[config.mk]
export PLATFORM = sky130hd
export DESIGN_NAME = serial_to_parallel_framer
export DESIGN_NICKNAME = d
export VERILOG_FILES = /design/src/rtl/serial_to_parallel_framer.sv
export SDC_FILE = /design/constraint.sdc
export NUM_CORES = 1
export LEC_CHECK = 0
export ABC_AREA = 1
export CORE_MARGIN = 2
export CORE_UTILIZATION = 52
export CTS_BUF_LIST = sky130_fd_sc_hd__clkbuf_2 sky130_fd_sc_hd__clkbuf_4 sky130_fd_sc_hd__clkbuf_8
export CTS_CLUSTER_SIZE = 40
export DETAILED_ROUTE_END_ITERATION = 10
export GPL_TIMING_DRIVEN = 1
export PLACE_DENSITY = 0.89
export REMOVE_ABC_BUFFERS = 1
export SYNTH_ARGS = -nofsm -noshare
export SYNTH_HDL_FRONTEND = slang
export SYNTH_SLANG_ARGS = --single-unit
[constraint.sdc]
create_clock -name clk -period 1.3 [get_ports clk]
set_input_delay 0.325 -clock clk [delete_from_list [all_inputs] [get_ports clk]]
set_output_delay 0.325 -clock clk [all_outputs]
set_load 0.05 [all_outputs]
[src/rtl/serial_to_parallel_framer.sv]
// Serial-to-parallel framer: assembles WIDTH-bit words from a qualified bit stream into a handshaked holding register.
// Optional even-parity trailer bit per frame when S2P_PARITY_CHECK_EN is defined.
module serial_to_parallel_framer #(
    parameter int WIDTH     = 7,
    parameter bit MSB_FIRST = 1'b1
) (
    input  logic             clk,
    input  logic             rst,
    input  logic             din,
    input  logic             din_valid,
    input  logic             sof,
    output logic [WIDTH-1:0] dout,
    output logic             dout_valid,
    input  logic             dout_ready,
    output logic             busy,
    output logic             overflow,
    output logic             parity_err
);

`ifdef S2P_PARITY_CHECK_EN
    localparam int FRAME = WIDTH + 1;
`else
    localparam int FRAME = WIDTH;
`endif
    localparam int CW = $clog2(FRAME + 1);

    typedef enum logic {
        IDLE  = 1'b0,
        SHIFT = 1'b1
    } state_t;

    state_t           state, state_nxt;
    logic [CW-1:0]    cnt, cnt_nxt;
    logic [WIDTH-1:0] asm_q, asm_nxt;
    logic [WIDTH-1:0] base, shifted, word;
    logic             word_perr;
    logic             frame_done;

    always_comb begin
        base = sof ? '0 : asm_q;
        if (MSB_FIRST) begin
            shifted = {base[WIDTH-2:0], din};
        end else begin
            shifted = {din, base[WIDTH-1:1]};
        end
        frame_done = din_valid && !sof && (cnt == CW'(FRAME - 1));
        asm_nxt    = asm_q;
        word       = shifted;
        word_perr  = 1'b0;
`ifdef S2P_PARITY_CHECK_EN
        // The closing bit is the parity trailer; it is checked but never shifted into the word.
        word      = asm_q;
        word_perr = (^asm_q) ^ din;
        if (din_valid && !frame_done) begin
            asm_nxt = shifted;
        end
`else
        if (din_valid) begin
            asm_nxt = shifted;
        end
`endif
    end

    always_comb begin
        state_nxt = state;
        cnt_nxt   = cnt;
        if (din_valid) begin
            if (sof) begin
                state_nxt = SHIFT;
                cnt_nxt   = CW'(1);
            end else if (frame_done) begin
                state_nxt = IDLE;
                cnt_nxt   = '0;
            end else begin
                state_nxt = SHIFT;
                cnt_nxt   = cnt + 1'b1;
            end
        end else if (sof) begin
            state_nxt = IDLE;
            cnt_nxt   = '0;
        end
    end

    always_ff @(posedge clk) begin
        if (rst) begin
            state <= IDLE;
            cnt   <= '0;
            asm_q <= '0;
        end else begin
            state <= state_nxt;
            cnt   <= cnt_nxt;
            asm_q <= asm_nxt;
        end
    end

    logic perr_q;

    always_ff @(posedge clk) begin
        if (rst) begin
            dout       <= '0;
            dout_valid <= 1'b0;
            overflow   <= 1'b0;
            perr_q     <= 1'b0;
        end else if (frame_done) begin
            // A completed word may only replace the held one if that one is leaving on this edge.
            if (!dout_valid || dout_ready) begin
                dout       <= word;
                perr_q     <= word_perr;
                dout_valid <= 1'b1;
            end else begin
                overflow <= 1'b1;
            end
        end else if (dout_valid && dout_ready) begin
            dout_valid <= 1'b0;
        end
    end

    assign busy = (state == SHIFT);

`ifdef S2P_PARITY_CHECK_EN
    assign parity_err = perr_q;
`else
    assign parity_err = 1'b0;
`endif

endmodule

==> results.yml, run 1 <==
clocking:
  ctsHtreeMaxLevel: 1
  cts_sinks: 19
  cts_tree: "built"
  clock_latency_ns: 0.30
  hold_buffers: 0
  cts_buffer_depth: 2
  clkTransAtPathRegs_ns: 0.11
  cts_buffers: 3
  cts-root-buf: "clkbuf_4"
timing:
  tns_ns: 0
  finalCritPeriodShare_pct: 97.0
  finalClockSkew_ns: 0.00404
  slew_viol_final: 0
  setup_violations: 0
  hold_viol_final: 0
  rsz0062_at_grt: "true"
  finalCriticalPeriod_ns: 1.26
  max_freq_ghz: 0.793
final_layout:
  drive_gt1_share_pct: 25.0
  final_util_pct: 83.5
  nFillCells: 75
  diodes: 0
  area_delta_synth_final_pct: 49.3
  multi_input_area_sq_um: 380
  regArea_sq_um: 382
  final_cell_area_sq_um: 1260
  final_nets: 161
  finalNonFillerCells: 168
grt:
  grt_max_degree: 13
  track_usage_pct: 22.3
  antenna_found_initial: 0
  overflow: 0
  grt_pass1_vias: 810
  grt_first_pass_wirelength_microns: 3220
route:
  drt_iter0_markers: 23
  ant_nets: 0
  wirelength_microns: 2310
  first_pass_iters: 4
  viasPerCell: 5.40
  route.detailed.drc: 0
  wl_per_cell_microns: 13.8
  vias: 908
min_path:
  hold_path.class: "register to register"
placed_design:
  portBuffers: 15
  hpwl_microns: 1490
  gp_congestion: 0.903
  place_area_sq_um: 1180
  place_inst: 162
power_and_ir_drop:
  power_density_nw_per_um2: 834
  power_mw: 1.05
  ir_worst_vdd_mv: 0.691
  leakage_nw: 0.581
floorplanning:
  die_x_microns: 44.2
  fp-row-count: 14
  boundaryPins: 17
  core_sq_um: 1510
  die_area_sq_um: 1960
  initial_core_util_pct: 55.9
  die_y_microns: 44.2
worst_setup_path:
  crit_required_ns: 1.52
  slowest_delay_ns: 0.34
  crit_arrival_ns: 1.48
  critPathKind: "register to register"
  start_kind: "register"
  crit_fanout: 5
  timing.critical_path.buf_inv: 1
  endpoint_kind: "register"
  critPathSlowestCell: "dfxtp_2"
  path_cells: "inv_1 -> ha_1 -> nand2_2 -> nor2_2 -> nand3_1 -> nand2_1 -> nor2_1"
  cpLargestDelayFamily: "simple AND/OR/NAND/NOR gates"
synth:
  synth_top_area_share_pct: 45.2
  synth.ff_latch_count: 19
  yosys_warnings: 0
  ys_types: 17
  avgSynthCellArea_sq_um: 6.90
  yosysSeqAreaShare_pct: 45.2
  synth_area_leaders: "dfxtp_1 45%, nand2_1 12%, inv_1 9.8%, nor2_1 7.6%, a21oi_1 7.1%"
  syn_area_sq_um: 842
  synth_largest_area_cell: "dfxtp_1"
  syn_inst: 122
outcome:
  status: "completed"
run:
  maxCapViolations: 0
[area by class of cell]
class | instances | area share (%)
clock buffers | 3 | 1.79
well taps | 16 | 1.59
inverters | 24 | 7.36
flip-flops and latches | 19 | 30.3
multi-input cells | 76 | 30.2
clock inverters | 1 | 0.398
repair buffers | 29 | 28.3
[sequential cells by signal, indices dropped and copies added, names as in the netlist]
signal,count
busy,1
dout,7
dout_valid,1
asm_q,6
cnt,3
overflow,1
[through the flow]
| step | hold slack, ns | setup WS, ns |
|---|---|---|
| 2_1_floorplan | 0.394 | -0.00119 |
| 3_3_place_gp | 0.442 | -0.253 |
| 3_5_place_dp | 0.480 | -0.277 |
| 4_1_cts | 0.496 | 0.0351 |
| 5_1_grt | 0.519 | -0.0886 |
| 6_report | 0.494 | 0.0384 |
[path summary, 6_finish.rpt]
path	start	end	slack, ns	cells past startpoint
max	cnt[0]	dout[4]	0.04	7
min	overflow	overflow	0.49	2
max reg2reg	cnt[0]	dout[4]	0.04	7
min reg2reg	overflow	overflow	0.49	2
[timing repair]
item	CTS	global route
hold endpoints to repair	0	0
setup buffers	0	1
resized for setup	1	8
endpoints found under the setup margin	2	10
gates cloned	0	1
[routing by layer]
layer | up-vias | part of all wire, % | GRT usage (%)
li1 | 430 | - | -
met1 | 417 | 40 | 25.3
met2 | 49 | 50 | 40.6
met3 | 12 | 6.4 | 1.22
met4 | 0 | 3.6 | 13.3
met5 | - | 0 | 0
[cells by family (layout without fill, tap and decap cells)]
group / Yosys count / count (layout) / share of synthesized area, %
AOI/OAI and AO/OA: 18 / 18 / 10.7
adders and majority gates: 2 / 2 / 2.97
buffers and inverters: 28 / 57 / 14.1
DFF: 19 / 19 / 45.2
other: 1 / 1 / 0.445
and+or+nand+nor: 54 / 55 / 26.6
[power by group]
part           leakage, nW  internal, mW  switching [mW]
logic                0.408        0.0604          0.0768
clock network       0.0177         0.115           0.188
registers            0.155         0.598         0.00947
[worst reg2reg max path: stages (launching register included)]
cell and delay, ns:
dfxtp_2 0.34, inv_1 0.08, ha_1 0.17, nand2_2 0.10, nor2_2 0.22, nand3_1 0.12, nand2_1 0.10, nor2_1 0.04
[cells in the mapped netlist]
library cell,instances
nor2_1,17
nand2_1,27
conb_1,1
nand3b_1,1
buf_6,1
o21ai_0,6
nand3_2,1
nor3_1,2
nand3_1,5
dfxtp_1,19
nor2_2,1
ha_1,2
inv_1,22
inv_2,2
a21oi_1,12
buf_4,1
buf_2,2
[layout by cell type (no fill, tap or decap)]
cell type / Yosys / final
a21oi_1: 12 / 12
buf_12: 0 / 10
buf_4: 1 / 14
clkbuf_4: 0 / 3
clkdlybuf4s50_1: 0 / 5
clkinv_2: 0 / 1
conb_1: 1 / 1
dfxtp_1: 19 / 18
dfxtp_2: 0 / 1
ha_1: 2 / 2
inv_1: 22 / 21
inv_2: 2 / 2
inv_4: 0 / 1
nand2_1: 27 / 26
nand2_2: 0 / 1
nand3_1: 5 / 5
nand3_4: 0 / 2
nand3b_1: 1 / 1
nor2_1: 17 / 15
nor2_2: 1 / 2
nor2_4: 0 / 1
nor3_1: 2 / 2
o21ai_0: 6 / 6
(Power assumes the default switching activity.)
==> inputs of run 2 (changes only) <==
--- a/config.mk
+++ b/config.mk
@@ -6,13 +6,15 @@
 export NUM_CORES = 1
 export LEC_CHECK = 0
 export ABC_AREA = 1
+export CAP_MARGIN = 20
+export CORE_ASPECT_RATIO = 0.75
 export CORE_MARGIN = 2
-export CORE_UTILIZATION = 52
+export CORE_UTILIZATION = 40
 export CTS_BUF_LIST = sky130_fd_sc_hd__clkbuf_2 sky130_fd_sc_hd__clkbuf_4 sky130_fd_sc_hd__clkbuf_8
 export CTS_CLUSTER_SIZE = 40
 export DETAILED_ROUTE_END_ITERATION = 10
 export GPL_TIMING_DRIVEN = 1
-export PLACE_DENSITY = 0.89
+export PLACE_DENSITY = 0.73
 export REMOVE_ABC_BUFFERS = 1
 export SYNTH_ARGS = -nofsm -noshare
 export SYNTH_HDL_FRONTEND = slang
==> run 2 against run 1 <==
Compared with the run above:
- sequential power barely moved
- combinational power fell by 8%
- critical endpoint is now dout[2]
- sequential share of layout area rose by 0.37 points
- largest power group unchanged
==> results.yml, run 2 (synthesized netlist as in run 1, its figures left out) <==
worst_setup_path:
  slowest_delay_ns: 0.51
  critPathKind: "input pin to register"
  r2r-end: "busy"
  r2r-start: "cnt[0]"
  crit_arrival_ns: 1.46
  crit_required_ns: 1.54
  start_kind: "input pin"
  cp.depth: 7
  rrSetupSlack_ns: 0.09
  crit_fanout: 11
  timing.critical_path.buf_inv: 3
  cpLargestDelayFamily: "buffers and inverters"
  critPathSlowestCell: "clkdlybuf4s50_1"
  crit_path_start: "din_valid"
  reg2reg_depth: 7
  path_cells: "clkdlybuf4s50_1 -> inv_2 -> nor2_2 -> nand3_4 -> nand2_1 -> inv_1 -> nor2_1"
  endpoint_kind: "register"
  endpoint: "dout[2]"
final_layout:
  max_flop_register: "dout"
  largestRegisters: "dout x7, asm_q x6, cnt x3"
  layout_commonest_cell: "nand2_1"
  diodes: 0
  drive_gt1_share_pct: 23.2
  final_nets: 160
  nFillCells: 184
  finalNonFillerCells: 175
  final_cell_area_sq_um: 1240
  area_delta_synth_final_pct: 47.5
  final_cell_mix: "26 x nand2_1, 21 x inv_1, 18 x dfxtp_1"
  largest_reg_flops: 7
placed_design:
  place_inst: 170
  portBuffers: 15
  gp_congestion: 0.842
  hpwl_microns: 1300
  place_area_sq_um: 1190
min_path:
  hold_depth: 4
  hold_path.class: "input pin to register"
route:
  wl_met1_microns: 771
  dr_wl_met2_microns: 781
  viasPerCell: 4.50
  wl_met3_microns: 115
  first_pass_iters: 4
  wirelength_microns: 1700
  route.detailed.drc: 0
  vias: 787
  drt_iter0_markers: 9
  wl_per_cell_microns: 9.70
  ant_nets: 0
  highest_layer: "met4"
floorplanning:
  initial_core_util_pct: 42.2
  core_sq_um: 2000
  die_area_sq_um: 2490
  boundaryPins: 17
  die_x_microns: 57.0
  die_y_microns: 43.7
  fp-row-count: 14
power_and_ir_drop:
  p_seq_share_pct: 57.8
  leakage_nw: 0.591
  p_clk_share_pct: 30.2
  power_mw: 1.05
  power_switching_mw: 0.252
  pwr-share-comb_pct: 12.0
  swShare_pct: 24.0
  ir_worst_vdd_mv: 0.592
  intPower_mw: 0.798
  power_density_nw_per_um2: 845
clocking:
  cts_tree: "built"
  ctsHtreeMaxLevel: 1
  cts_buffer_depth: 2
  cts_sinks: 19
  hold_buffers: 0
  clkTransAtPathRegs_ns: 0.10
  cts_buffers: 3
  cts-root-buf: "clkbuf_4"
  clock_latency_ns: 0.30
timing:
  setup_violations: 0
  finalClockSkew_ns: 0.00316
  max_freq_ghz: 0.820
  finalCriticalPeriod_ns: 1.22
  finalCritPeriodShare_pct: 93.8
  slew_viol_final: 0
  hold_viol_final: 0
grt:
  antenna_found_initial: 0
  grt_pass1_vias: 685
  overflow: 0
  grt_first_pass_wirelength_microns: 2740
  grt_max_degree: 14
  track_usage_pct: 14.9
outcome:
  status: "completed"
run:
  maxCapViolations: 0
==> run 2: timing repair <==
action,CTS,global route
resized for setup,1,4
endpoints found under the setup margin,5,10
endpoints found under the hold margin,0,0
buffers inserted,0,1
==> run 2: power groups by stage <==
stage | clock network (mW) | logic [mW] | registers, mW
after global routing | 0.365 | 0.137 | 0.610
after detailed placement | 0 | 0.122 | 0.621
final | 0.317 | 0.126 | 0.608
after floorplan | 0 | 0.0498 | 0.624
after CTS | 0.336 | 0.123 | 0.607
after global placement | 0 | 0.120 | 0.620
==> run 2: area by class of cell <==
class / instances / area, sq um / share of cell area, %
multi-input combinational: 75 / 353 / 28.4
inverter: 24 / 90.1 / 7.25
sequential: 19 / 382 / 30.7
timing repair buffer: 29 / 358 / 28.8
clock buffer: 4 / 30.0 / 2.42
tap: 24 / 30.0 / 2.42
==> run 2: worst min path at each step <==
stage / startpoint / to / slack, ns
3_5_place_dp: asm_q[0] / asm_q[0] / 0.47
6_report: sof / cnt[1] / 0.43
5_1_grt: sof / cnt[1] / 0.46
2_1_floorplan: rst / cnt[1] / 0.39
3_3_place_gp: asm_q[0] / asm_q[0] / 0.45
4_1_cts: asm_q[0] / asm_q[0] / 0.49
==> run 2: worst min-delay path: cells and delay by family <==
kind / cells / cell delay, ns
buf+inv: 1 / 0.17
simple gates: 2 / 0.14
compound gates: 1 / 0.05
==> run 2: metal layers <==
layer | up-vias | track usage, %
li1 | 423 | -
met1 | 341 | 17.0
met2 | 18 | 24.1
met3 | 5 | 6.57
met4 | 0 | 6.98
met5 | - | 0
==> run 2: per-stage QoR <==
stage	setup slack, ns	hold WS (ns)	util (%)	TNS, ns
3_5_place_dp	-0.296	0.472	59.6	-3.30
3_3_place_gp	-0.291	0.447	59.6	-3.09
2_1_floorplan	-0.00119	0.394	-	-0.00358
6_report	0.0806	0.431	62.2	0
5_1_grt	-0.000153	0.459	62.2	-0.000153
4_1_cts	0.0302	0.488	61.5	0
==> inputs of run 3 (changes only) <==
--- a/config.mk
+++ b/config.mk
@@ -8,13 +8,13 @@
 export ABC_AREA = 1
 export CAP_MARGIN = 20
 export CORE_ASPECT_RATIO = 0.75
-export CORE_MARGIN = 2
+export CORE_MARGIN = 10
 export CORE_UTILIZATION = 40
-export CTS_BUF_LIST = sky130_fd_sc_hd__clkbuf_2 sky130_fd_sc_hd__clkbuf_4 sky130_fd_sc_hd__clkbuf_8
+export CTS_BUF_LIST = sky130_fd_sc_hd__clkbuf_4 sky130_fd_sc_hd__clkbuf_8 sky130_fd_sc_hd__clkbuf_16
 export CTS_CLUSTER_SIZE = 40
 export DETAILED_ROUTE_END_ITERATION = 10
 export GPL_TIMING_DRIVEN = 1
-export PLACE_DENSITY = 0.73
+export PLACE_DENSITY_LB_ADDON = 0.2
 export REMOVE_ABC_BUFFERS = 1
 export SYNTH_ARGS = -nofsm -noshare
 export SYNTH_HDL_FRONTEND = slang
==> run 3 against run 2 <==
Compared with the run above:
- clock-buffer cell count stayed put
- cell count is 0.57% higher
- hold slack better by 0.031 ns
- wire length is 9.8% higher
- sequential power hardly changed
- critical path depth is 2 higher
- cell area is 1.4% higher
- worst setup slack worse by 0.0082 ns
- fmax is 0.67% lower
- die area is 75% higher
- critical endpoint is now cnt[2]
- first-iteration DRC count grew to 3.3 times the previous value
==> results.yml, run 3 (synthesized netlist as in run 1, its figures left out) <==
grt:
  grt_max_degree: 13
  overflow: 0
  grt_pass1_vias: 679
  grt_first_pass_wirelength_microns: 2940
  antenna_found_initial: 0
  track_usage_pct: 8.38
placed_design:
  place_inst: 170
  hpwl_microns: 1440
  portBuffers: 15
  gp_congestion: 0.766
clocking:
  cts_buffer_depth: 2
  clkTransAtPathRegs_ns: 0.10
  cts_sinks: 19
  ctsHtreeMaxLevel: 1
  hold_buffers: 0
  cts_tree: "built"
  cts-root-buf: "clkbuf_4"
  cts_buffers: 3
  clock_latency_ns: 0.29
worst_setup_path:
  cpLargestDelayFamily: "buffers and inverters"
  crit_arrival_ns: 1.48
  slowest_delay_ns: 0.51
  path_cells: "clkdlybuf4s50_1 -> inv_2 -> nand2_1 -> buf_4 -> nor2_1 -> nand2_1 -> nand2_1 -> nand2_1 -> inv_1"
  rrSetupSlack_ns: 0.10
  crit_fanout: 4
  start_kind: "input pin"
  cp.depth: 9
  critPathSlowestCell: "clkdlybuf4s50_1"
  endpoint_kind: "register"
  crit_required_ns: 1.55
  crit_top_cell: "nand2_1"
  critPathKind: "input pin to register"
  timing.critical_path.buf_inv: 4
  reg2reg_depth: 7
floorplanning:
  die_area_sq_um: 4360
  initial_core_util_pct: 42.2
  die_y_microns: 59.7
  core_sq_um: 2000
  boundaryPins: 17
  fp-row-count: 14
  die_x_microns: 73.0
timing:
  setup_violations: 0
  finalCriticalPeriod_ns: 1.23
  max_freq_ghz: 0.815
  slew_viol_final: 0
  tns_ns: 0
  finalCritPeriodShare_pct: 94.4
  holdWs_ns: 0.462
  rsz0062_at_grt: "false"
  finalClockSkew_ns: 0.00160
  hold_viol_final: 0
final_layout:
  area_delta_synth_final_pct: 49.6
  nFillCells: 189
  largestRegisters: "dout x7, asm_q x6, cnt x3"
  largest_reg_flops: 7
  final_cell_mix: "27 x nand2_1, 21 x inv_1, 18 x dfxtp_1"
  diodes: 0
  max_flop_register: "dout"
  finalNonFillerCells: 176
  drive_gt1_share_pct: 24.3
  layout_commonest_cell: "nand2_1"
  final_nets: 161
route:
  ant_nets: 0
  wl_per_cell_microns: 10.6
  viasPerCell: 4.42
  vias: 778
  wirelength_microns: 1860
  first_pass_iters: 4
  drt_iter0_markers: 30
  route.detailed.drc: 0
run:
  maxCapViolations: 0
min_path:
  hold_depth: 2
  hold_path.class: "register to register"
power_and_ir_drop:
  power_density_nw_per_um2: 836
  ir_worst_vdd_mv: 0.601
  leakage_nw: 0.589
outcome:
  status: "completed"
run 3: changes by cell type in the layout (fill, tap and decap cells not counted):
cell,before,now
nand2_2,1,0
nand3_2,0,1
nor2_4,0,1
nand2_1,26,27
nor2_1,17,15
nor2_2,1,2
run 3: per-stage QoR:
step	utilization, %	setup WS [ns]	cell area (sq um)	power, mW
finish	63.1	0.0724	1260	1.05
CTS	61.5	0.0438	1230	1.06
detailed placement	59.6	-0.321	1190	0.745
global placement	59.6	-0.330	1190	0.742
global route	63.1	0.00696	1260	1.10
floorplan	-	-0.00119	813	0.674
run 3: final timing paths:
kind              startpoint        to
setup / recovery         sof    cnt[2]
hold reg to reg     asm_q[0]  asm_q[0]
hold / removal      asm_q[0]  asm_q[0]
setup reg to reg      cnt[0]   dout[0]
run 3: layout make-up:
class / instances / area, sq um / share of cell area [%]
Sequential cell: 19 / 382 / 30.3
Multi-Input combinational cell: 76 / 370 / 29.4
Timing Repair Buffer: 29 / 358 / 28.4
Inverter: 24 / 90.1 / 7.15
Clock buffer: 4 / 30.0 / 2.38
Tap cell: 24 / 30.0 / 2.38
run 3: routing by layer:
layer / GRT usage, % / part of all wire, %
met1: 9.81 / 48
met2: 13.5 / 46
met3: 3.81 / 5.5
met4: 2.43 / 0.54
met5: 0 / 0
run 3: power by group:
part           total, mW  internal (mW)  switching, mW
logic              0.127         0.0582         0.0690
clock network      0.319          0.140          0.178
registers          0.607          0.598        0.00888
run 3: timing repair:
item,4_1_cts,5_1_grt
pin swaps,0,1
hold endpoints to repair,0,0
buffers inserted,0,1
setup endpoints to repair,1,9
gates resized for setup,1,6
cloned,0,1
run 3: worst reg2reg max path, cell delays in order, from the launching register on:
cell and delay [ns]:
dfxtp_2 0.35, inv_1 0.07, ha_1 0.14, nand2_1 0.10, inv_2 0.13, nand3_2 0.15
nor2_1 0.13, nor2_1 0.05
